$ cat src/rtl/window_feeder.sv
// Window feeder: collects a raster stream of 8-bit pixels into a 7x7 window of
// IEEE-754 singles and presents all seven rows at once with a timed de strobe.
module window_feeder #(
   parameter int HOLD_CYCLES = 4
) (
   input  logic         clk,
   input  logic         reset,
   input  logic [7:0]   pix_in,
   input  logic         pix_valid,
   input  logic         pix_sow,
   output logic         pix_ready,
   output logic         de_out,
   output logic [223:0] line_0_out,
   output logic [223:0] line_1_out,
   output logic [223:0] line_2_out,
   output logic [223:0] line_3_out,
   output logic [223:0] line_4_out,
   output logic [223:0] line_5_out,
   output logic [223:0] line_6_out,
   output logic [15:0]  win_count,
   output logic         resync_err
);

   localparam logic [1:0] ST_COLLECT = 2'd0;
   localparam logic [1:0] ST_LOAD    = 2'd1;
   localparam logic [1:0] ST_HOLD    = 2'd2;

   localparam logic [7:0] HOLD_INIT = 8'(HOLD_CYCLES - 1);

   logic [1:0]   state_reg;
   logic [2:0]   row_reg;
   logic [2:0]   col_reg;
   logic [7:0]   hold_reg;
   logic         ready_reg;
   logic         de_reg;
   logic [15:0]  win_count_reg;
   logic         resync_reg;

   logic         accept;
   logic         last_pix;
   logic [2:0]   dest_row;
   logic [2:0]   dest_col;
   logic [31:0]  pix_float;
   logic [31:0]  shadow_reg [7][7];
   logic [223:0] line_bus [7];

   // Exact unsigned-to-float: the MSB becomes the implicit one, the rest the mantissa.
   function automatic logic [31:0] to_float(input logic [7:0] v);
      logic [2:0] p;
      logic [7:0] norm;
      p = 3'd0;
      for (int i = 0; i < 8; i++) begin
         if (v[i]) p = 3'(i);
      end
      norm = v << (3'd7 - p);
      if (v == 8'd0) return 32'd0;
      return {1'b0, 8'd127 + {5'd0, p}, norm[6:0], 16'd0};
   endfunction

   always_comb begin
      accept    = pix_valid && ready_reg;
      dest_row  = pix_sow ? 3'd0 : row_reg;
      dest_col  = pix_sow ? 3'd0 : col_reg;
      last_pix  = accept && (dest_row == 3'd6) && (dest_col == 3'd6);
      pix_float = to_float(pix_in);
   end

   always_ff @(posedge clk) begin
      if (reset) begin
         state_reg     <= ST_COLLECT;
         row_reg       <= 3'd0;
         col_reg       <= 3'd0;
         hold_reg      <= 8'd0;
         ready_reg     <= 1'b0;
         de_reg        <= 1'b0;
         win_count_reg <= 16'd0;
         resync_reg    <= 1'b0;
      end else begin
         resync_reg <= accept && pix_sow && ((row_reg != 3'd0) || (col_reg != 3'd0));

         // Position tracking runs in any state; completion wraps it back to (0,0).
         if (accept) begin
            if (pix_sow) begin
               row_reg <= 3'd0;
               col_reg <= 3'd1;
            end else if (col_reg == 3'd6) begin
               col_reg <= 3'd0;
               row_reg <= (row_reg == 3'd6) ? 3'd0 : row_reg + 3'd1;
            end else begin
               col_reg <= col_reg + 3'd1;
            end
         end

         case (state_reg)
            ST_COLLECT: begin
               ready_reg <= !last_pix;
               if (last_pix) state_reg <= ST_LOAD;
            end
            ST_LOAD: begin
               de_reg        <= 1'b1;
               win_count_reg <= win_count_reg + 16'd1;
               hold_reg      <= HOLD_INIT;
               ready_reg     <= (HOLD_INIT == 8'd0);
               state_reg     <= ST_HOLD;
            end
            ST_HOLD: begin
               // Ready reopens one cycle before de drops so the next accept
               // lands exactly HOLD_CYCLES cycles after the emission edge.
               if (hold_reg == 8'd0) begin
                  de_reg    <= 1'b0;
                  ready_reg <= 1'b1;
                  state_reg <= ST_COLLECT;
               end else begin
                  hold_reg  <= hold_reg - 8'd1;
                  ready_reg <= (hold_reg == 8'd1);
               end
            end
            default: begin
               state_reg <= ST_COLLECT;
               ready_reg <= 1'b0;
               de_reg    <= 1'b0;
            end
         endcase
      end
   end

   for (genvar gi = 0; gi < 7; gi++) begin : g_row
      logic [223:0] line_reg;

      for (genvar gj = 0; gj < 7; gj++) begin : g_col
         always_ff @(posedge clk) begin
            if (accept && (dest_row == 3'(gi)) && (dest_col == 3'(gj)))
               shadow_reg[gi][gj] <= pix_float;
         end
      end

      always_ff @(posedge clk) begin
         if (reset)
            line_reg <= '0;
         else if (state_reg == ST_LOAD)
            line_reg <= {shadow_reg[gi][0], shadow_reg[gi][1], shadow_reg[gi][2],
                         shadow_reg[gi][3], shadow_reg[gi][4], shadow_reg[gi][5],
                         shadow_reg[gi][6]};
      end

      assign line_bus[gi] = line_reg;
   end

   assign pix_ready  = ready_reg;
   assign de_out     = de_reg;
   assign win_count  = win_count_reg;
   assign resync_err = resync_reg;
   assign line_0_out = line_bus[0];
   assign line_1_out = line_bus[1];
   assign line_2_out = line_bus[2];
   assign line_3_out = line_bus[3];
   assign line_4_out = line_bus[4];
   assign line_5_out = line_bus[5];
   assign line_6_out = line_bus[6];

endmodule

$ cat config.mk
export PLATFORM = sky130hd
export DESIGN_NAME = window_feeder
export DESIGN_NICKNAME = d
export VERILOG_FILES = /design/src/rtl/window_feeder.sv
export SDC_FILE = /design/constraint.sdc
export NUM_CORES = 2
export LEC_CHECK = 0
export CAP_MARGIN = 20
export CORE_AREA = 2 2 623 625
export CTS_CLUSTER_SIZE = 30
export DETAILED_ROUTE_END_ITERATION = 10
export DIE_AREA = 0 0 625 627
export HOLD_SLACK_MARGIN = 0.08
export PLACE_DENSITY_LB_ADDON = 0.25
export SYNTH_ARGS = -nofsm -noshare
export SYNTH_HDL_FRONTEND = slang
export SYNTH_SLANG_ARGS = --single-unit
export TNS_END_PERCENT = 20
$ cat constraint.sdc
create_clock -name clk -period 6.22 [get_ports clk]
set_clock_uncertainty 0.05 [all_clocks]
set_input_delay 0.933 -clock clk [delete_from_list [all_inputs] [get_ports clk]]
set_output_delay 0.933 -clock clk [all_outputs]
set_load 0.1 [all_outputs]
### After elaboration in Yosys (flattened, before gate mapping)

Memories as Yosys holds them, arrays and structs flattened. A register that Yosys moved wholly into a read port is not among the register bits.
Cells that the tools add are included.

* word-level logic and storage cells: 259
* input bits: 12
* memories: 1
* output and inout port bits: 1587
* RAM bits: 1568
* register bits after elaboration: 35

* equality and inequality tests: 20
* add/sub/neg operators: 6
* shift-type cells: 1
* mux-type cells: 142
* bitwise logic cells: 1
* reductions and logical operators: 80

Memory list
* shadow_reg: depth 7, width 224, rd ports 7, clocked after Yosys merged registers in 7, write ports 1, RTL line 44 `logic [31:0] shadow_reg [7][7];`

Operators by type and width (number)
* $mux 224: 6
* $reduce_or 224->1: 6
* $mux 1: 102
* $mux 32: 2
* $logic_and 1x1->1: 59
* $mux 3: 19
* $mux 7: 6
* $eq 3x3->1 const B: 8
* $add 16x1->16 const B: 1
* $logic_not 8->1: 2
* $pmux 8 s2: 1
* $eq 3x2->1 const B: 4
* $add 7x3->8 const A: 1
* $eq 8x1->1 const B: 1
* $mux 8: 1
* $reduce_and 2->1: 4
* $shl 8x3->7: 1
* $sub 8x1->8 const B: 1
* $add 3x1->3 const B: 2
* $eq 3x1->1 const B: 2
* $logic_not 3->1: 2
* $ne 2x2->1 const B: 3
* $pmux 2 s3: 1
* $reduce_bool 3->1: 2
* 11 further kinds: 13

### Longest topological paths before layout

* depth after elaboration: 16
* mapped depth: 7
* gate-level depth less buffers: 7

### Least setup slack after synthesis

Ideal clock, no wire load.

* path type: input port to flip-flop
* start point: in pix_in[6]
* end point: mem shadow_reg[0][116] in the netlist's numbering (data pin)
* stages on the path: 4
* required time: 5.560 ns
* arrival: 3.944 ns
* slack: 1.616 ns
* path buffers: 1
* library setup time: 0.610 ns
* cells stage by stage: clkbuf_1 > o31ai_1 > nand3_1 > o32ai_1

* word-level cells in the longest chain between the ends: 11
* elaborated cells on any way between the ends: 13
* those cells by class: add/sub (1); shift (1); mux (10); reduce/logical (1)

RTL lines
* start, declared: RTL line 8 `input logic [7:0] pix_in,`
* $mux 3 (2 in a row): RTL line 53 `if (v[i]) p = 3'(i);`
* $sub 3x3->3: RTL line 55 `norm = v << (3'd7 - p);`
* $shl 8x3->7: RTL line 55
* $mux 32 *: RTL line 57 `return {1'b0, 8'd127 + {5'd0, p}, norm[6:0], 16'd0};`
* net pix_float[20]: RTL line 43 `logic [31:0] pix_float;`
* $mux 224 (no source line) (5 in a row)
* $mux 224 (no source line) *
* end, declared: RTL line 44

Mark *: on every way through the listed nets, which the timed path passes. The rest lies on a longest branch.

### Final worst setup path

* start point: in pix_in[7]
* end point: mem shadow_reg[3][57] in the netlist's numbering (data pin)

* word-level cells in the longest chain between the ends: 9
* elaborated cells on any way between the ends: 11
* those cells by class: add/sub (1); mux (9); reduce/logical (1)

RTL lines (RTL line)
* $mux 3 / $logic_not 8->1 (equally long branches): 53, 56
* $add 7x3->8 / $mux 1 (equally long branches): 57, 56
* $mux 32 *: 57
* net pix_float[25]: 43
* $mux 224 (no source line) (5 in a row)
* $mux 224 (no source line) *

Marks and branches as above.

==> results_dict.tcl <==
set metrics [dict create \
    status "complete, no violations" \
    drv_slew 0 \
    htreeDepth 4 \
    die_area_um2 392000 \
    grt_pass1_wl_mm 248 \
    largest_reg_flops 637 \
    r2r-start "pix_ready$_SDFF_PP0_" \
    ir_drop_mv 0.253 \
    place_ws_ns 1.54 \
    worst-r2r-cell-count 6 \
    powerDensity_nw_per_um2 313 \
    crit_fanout 22 \
    seqPwrFrac_pct 44.4 \
    initial_core_util_pct 13.0 \
    relSlewSlack_pct 19.8 \
    ys_seq_area_share_pct 65.2 \
    synthCells 4652 \
    n_fill_cell 42500 \
    hold_violations 0 \
    whs_ns 0.338 \
    grt_use_total_pct 8.95 \
    num-nets-final 5363 \
    cts_hold_repair.buffers 0 \
    dr.pass1.iters 5 \
    synthArstFlopShare_pct 0 \
    drive_gt1_share_pct 6.45 \
    tritoncts "done" \
    yosysWarnings 0 \
    maxCapViolations 0 \
    cts-root-buf "clkbuf_16" \
    cp-start-kind "input port" \
    post-route-min-period_ns 3.82 \
    grt_pass1_vias 30400 \
    routedWlPerCell_um 17.8 \
    io_buffers 765 \
    rows 228 \
    vias_per_cell 3.10 \
    hp-start "shadow_reg[3][21]$_DFFE_PP_" \
    fin_crit_sh_pct 61.4 \
    antenna_found_initial 15 \
    post_synth.cell_area_avg_um2 10.7 \
    final_common_cell "nand2_1" \
    min_to "line_3_out[21]$_SDFFE_PP0P_" \
    clk_transition_reported_paths_ns 0.06 \
    synth_area_leaders "edfxtp_1, dfxtp_1, buf_4" \
    fmax_ghz 0.262 \
    finalWorstSetupSlack_ns 2.40 \
    ios 1599 \
    clkLatencyLatePin_ns 0.86 \
    cp.required_ns 6.69 \
    syn_area_um2 49900 \
    synth_edf_count 637 \
    ys_seq_elements 1309 \
    post-route-drc-count 0 \
    core_area_um2 385000 \
    rsz0062_at_grt "no" \
    worst_slew_pin_slew_ns 1.20 \
    num_vias 32600 \
    reg2reg_slack_ns 3.18 \
    p_sw_mw 6.17 \
    worstSetupEndpointType "flip-flop" \
    tns_ns 0 \
    detail-route-antenna-nets 0 \
    synth_top_area_share_pct 38.3 \
    critPathArrivalTime_ns 4.29 \
    swShare_pct 30.2 \
    drt_wl_total_mm 187 \
    p_comb_share_pct 12.5 \
    cts_buffers 152 \
    fp.dieW_um 625 \
    hold_depth 2 \
    cts_buffer_depth 4 \
    synthFlopType "dfxtp_1" \
    grt_max_degree 207 \
    dp_hpwl_mm 128 \
    die_y_um 627 \
    setup.worst_path.start "pix_in[7]" \
    synth_top_area_cell "edfxtp_1" \
    area_growth_pct 30.7 \
    overflow 0 \
    drt-initial-drc-count 1930 \
    cts_resized 0 \
    intPower_mw 14.2 \
    globalplace.congestion 0.770 \
    cts_setup_buffers 0 \
    setup_violations 0 \
    regToRegEndpoint "shadow_reg[5][61]$_DFFE_PP_" \
    synthDistinctLibCells 51 \
    cts_sinks 1309 \
    p_leak_nw 21.2 \
    clkPwrFrac_pct 43.1 \
    final_cell_mix "nand2_1, conb_1, clkdlybuf4s50_1" \
    crit_type "input port to flip-flop" \
    hp-class "flip-flop to flip-flop" \
]
==> critical path: stages <==
cell and delay, ns:
clkdlybuf4s50_1 0.71, nor2_1 0.31, o31ai_1 0.24, or4_1 0.68, inv_1 0.18, ha_1 0.28
nor2_4 0.47, buf_4 0.43
==> through the flow <==
stage	power, mW	utilization [%]	area (um2)	std cells
finish	20.4	17.0	65300	10500
global placement	11.8	15.6	60000	10200
global route	21.1	17.0	65200	10500
floorplan	12.0	-	53100	5484
CTS	20.7	16.9	65100	10500
detailed placement	11.8	15.7	60300	10200
==> per-layer routing <==
layer  track usage (%)  vias up  part of all wire (%)
li1                  -    15000                     -
met1              9.54    16100                    36
met2              17.4     1251                    56
met3              1.60      226                   4.8
met4              3.11        0                   3.2
met5                 0        -                     0
==> logic make-up after synthesis <==
| logic type | synth area share, % |
|---|---|
| adders and majority gates | 0.125 |
| and+or+nand+nor | 11.4 |
| xor gates and xnor gates | 0.263 |
| other | 0.00751 |
| DFF | 65.2 |
| muxes | 0.0426 |
| AOI/OAI and AO/OA | 6.99 |
| buffers and inverters | 15.9 |
==> cell type report <==
type	count	area [um2]	area share [%]
Multi-Input combinational cell	3004	12700	19.5
Inverter	10	37.5	0.0575
Antenna cell	5	12.5	0.0192
Clock inverter	64	592	0.907
Tap cell	5060	6330	9.70
Clock buffer	204	4210	6.44
Timing Repair Buffer	869	8800	13.5
Sequential cell	1309	32600	49.9
==> worst max path at each step <==
| stage | to | slack (ns) | depth (start not counted) |
|---|---|---|---|
| detailed placement | shadow_reg[1][21]$_DFFE_PP_ | 1.54 | 6 |
| global route | shadow_reg[3][57]$_DFFE_PP_ | 2.32 | 8 |
| floorplan | shadow_reg[0][116]$_DFFE_PP_ | 1.62 | 4 |
| finish | shadow_reg[3][57]$_DFFE_PP_ | 2.40 | 8 |
| global placement | shadow_reg[1][21]$_DFFE_PP_ | 1.52 | 6 |
| CTS | shadow_reg[1][28]$_DFFE_PP_ | 2.38 | 6 |
==> cell usage after synthesis (all sizes together) (6+ instances only) <==
master and count:
inv 10, a21oi 653, nor2b 11, edfxtp 637
xor2 9, nand3 8, nor2 87, o21ai 10
xnor2 6, clkbuf 179, nand2 1307, buf 982
dfxtp 672, nor3 16, nand4 8
==> power groups by stage <==
stage	Clock, mW	Sequential (mW)	Combinational (mW)
2_1_floorplan	0	9.25	2.71
3_3_place_gp	0	9.25	2.56
3_5_place_dp	0	9.25	2.56
4_1_cts	9.07	9.06	2.57
5_1_grt	9.40	9.05	2.63
6_report	8.79	9.06	2.56
Power figures use the tool's default switching activity.
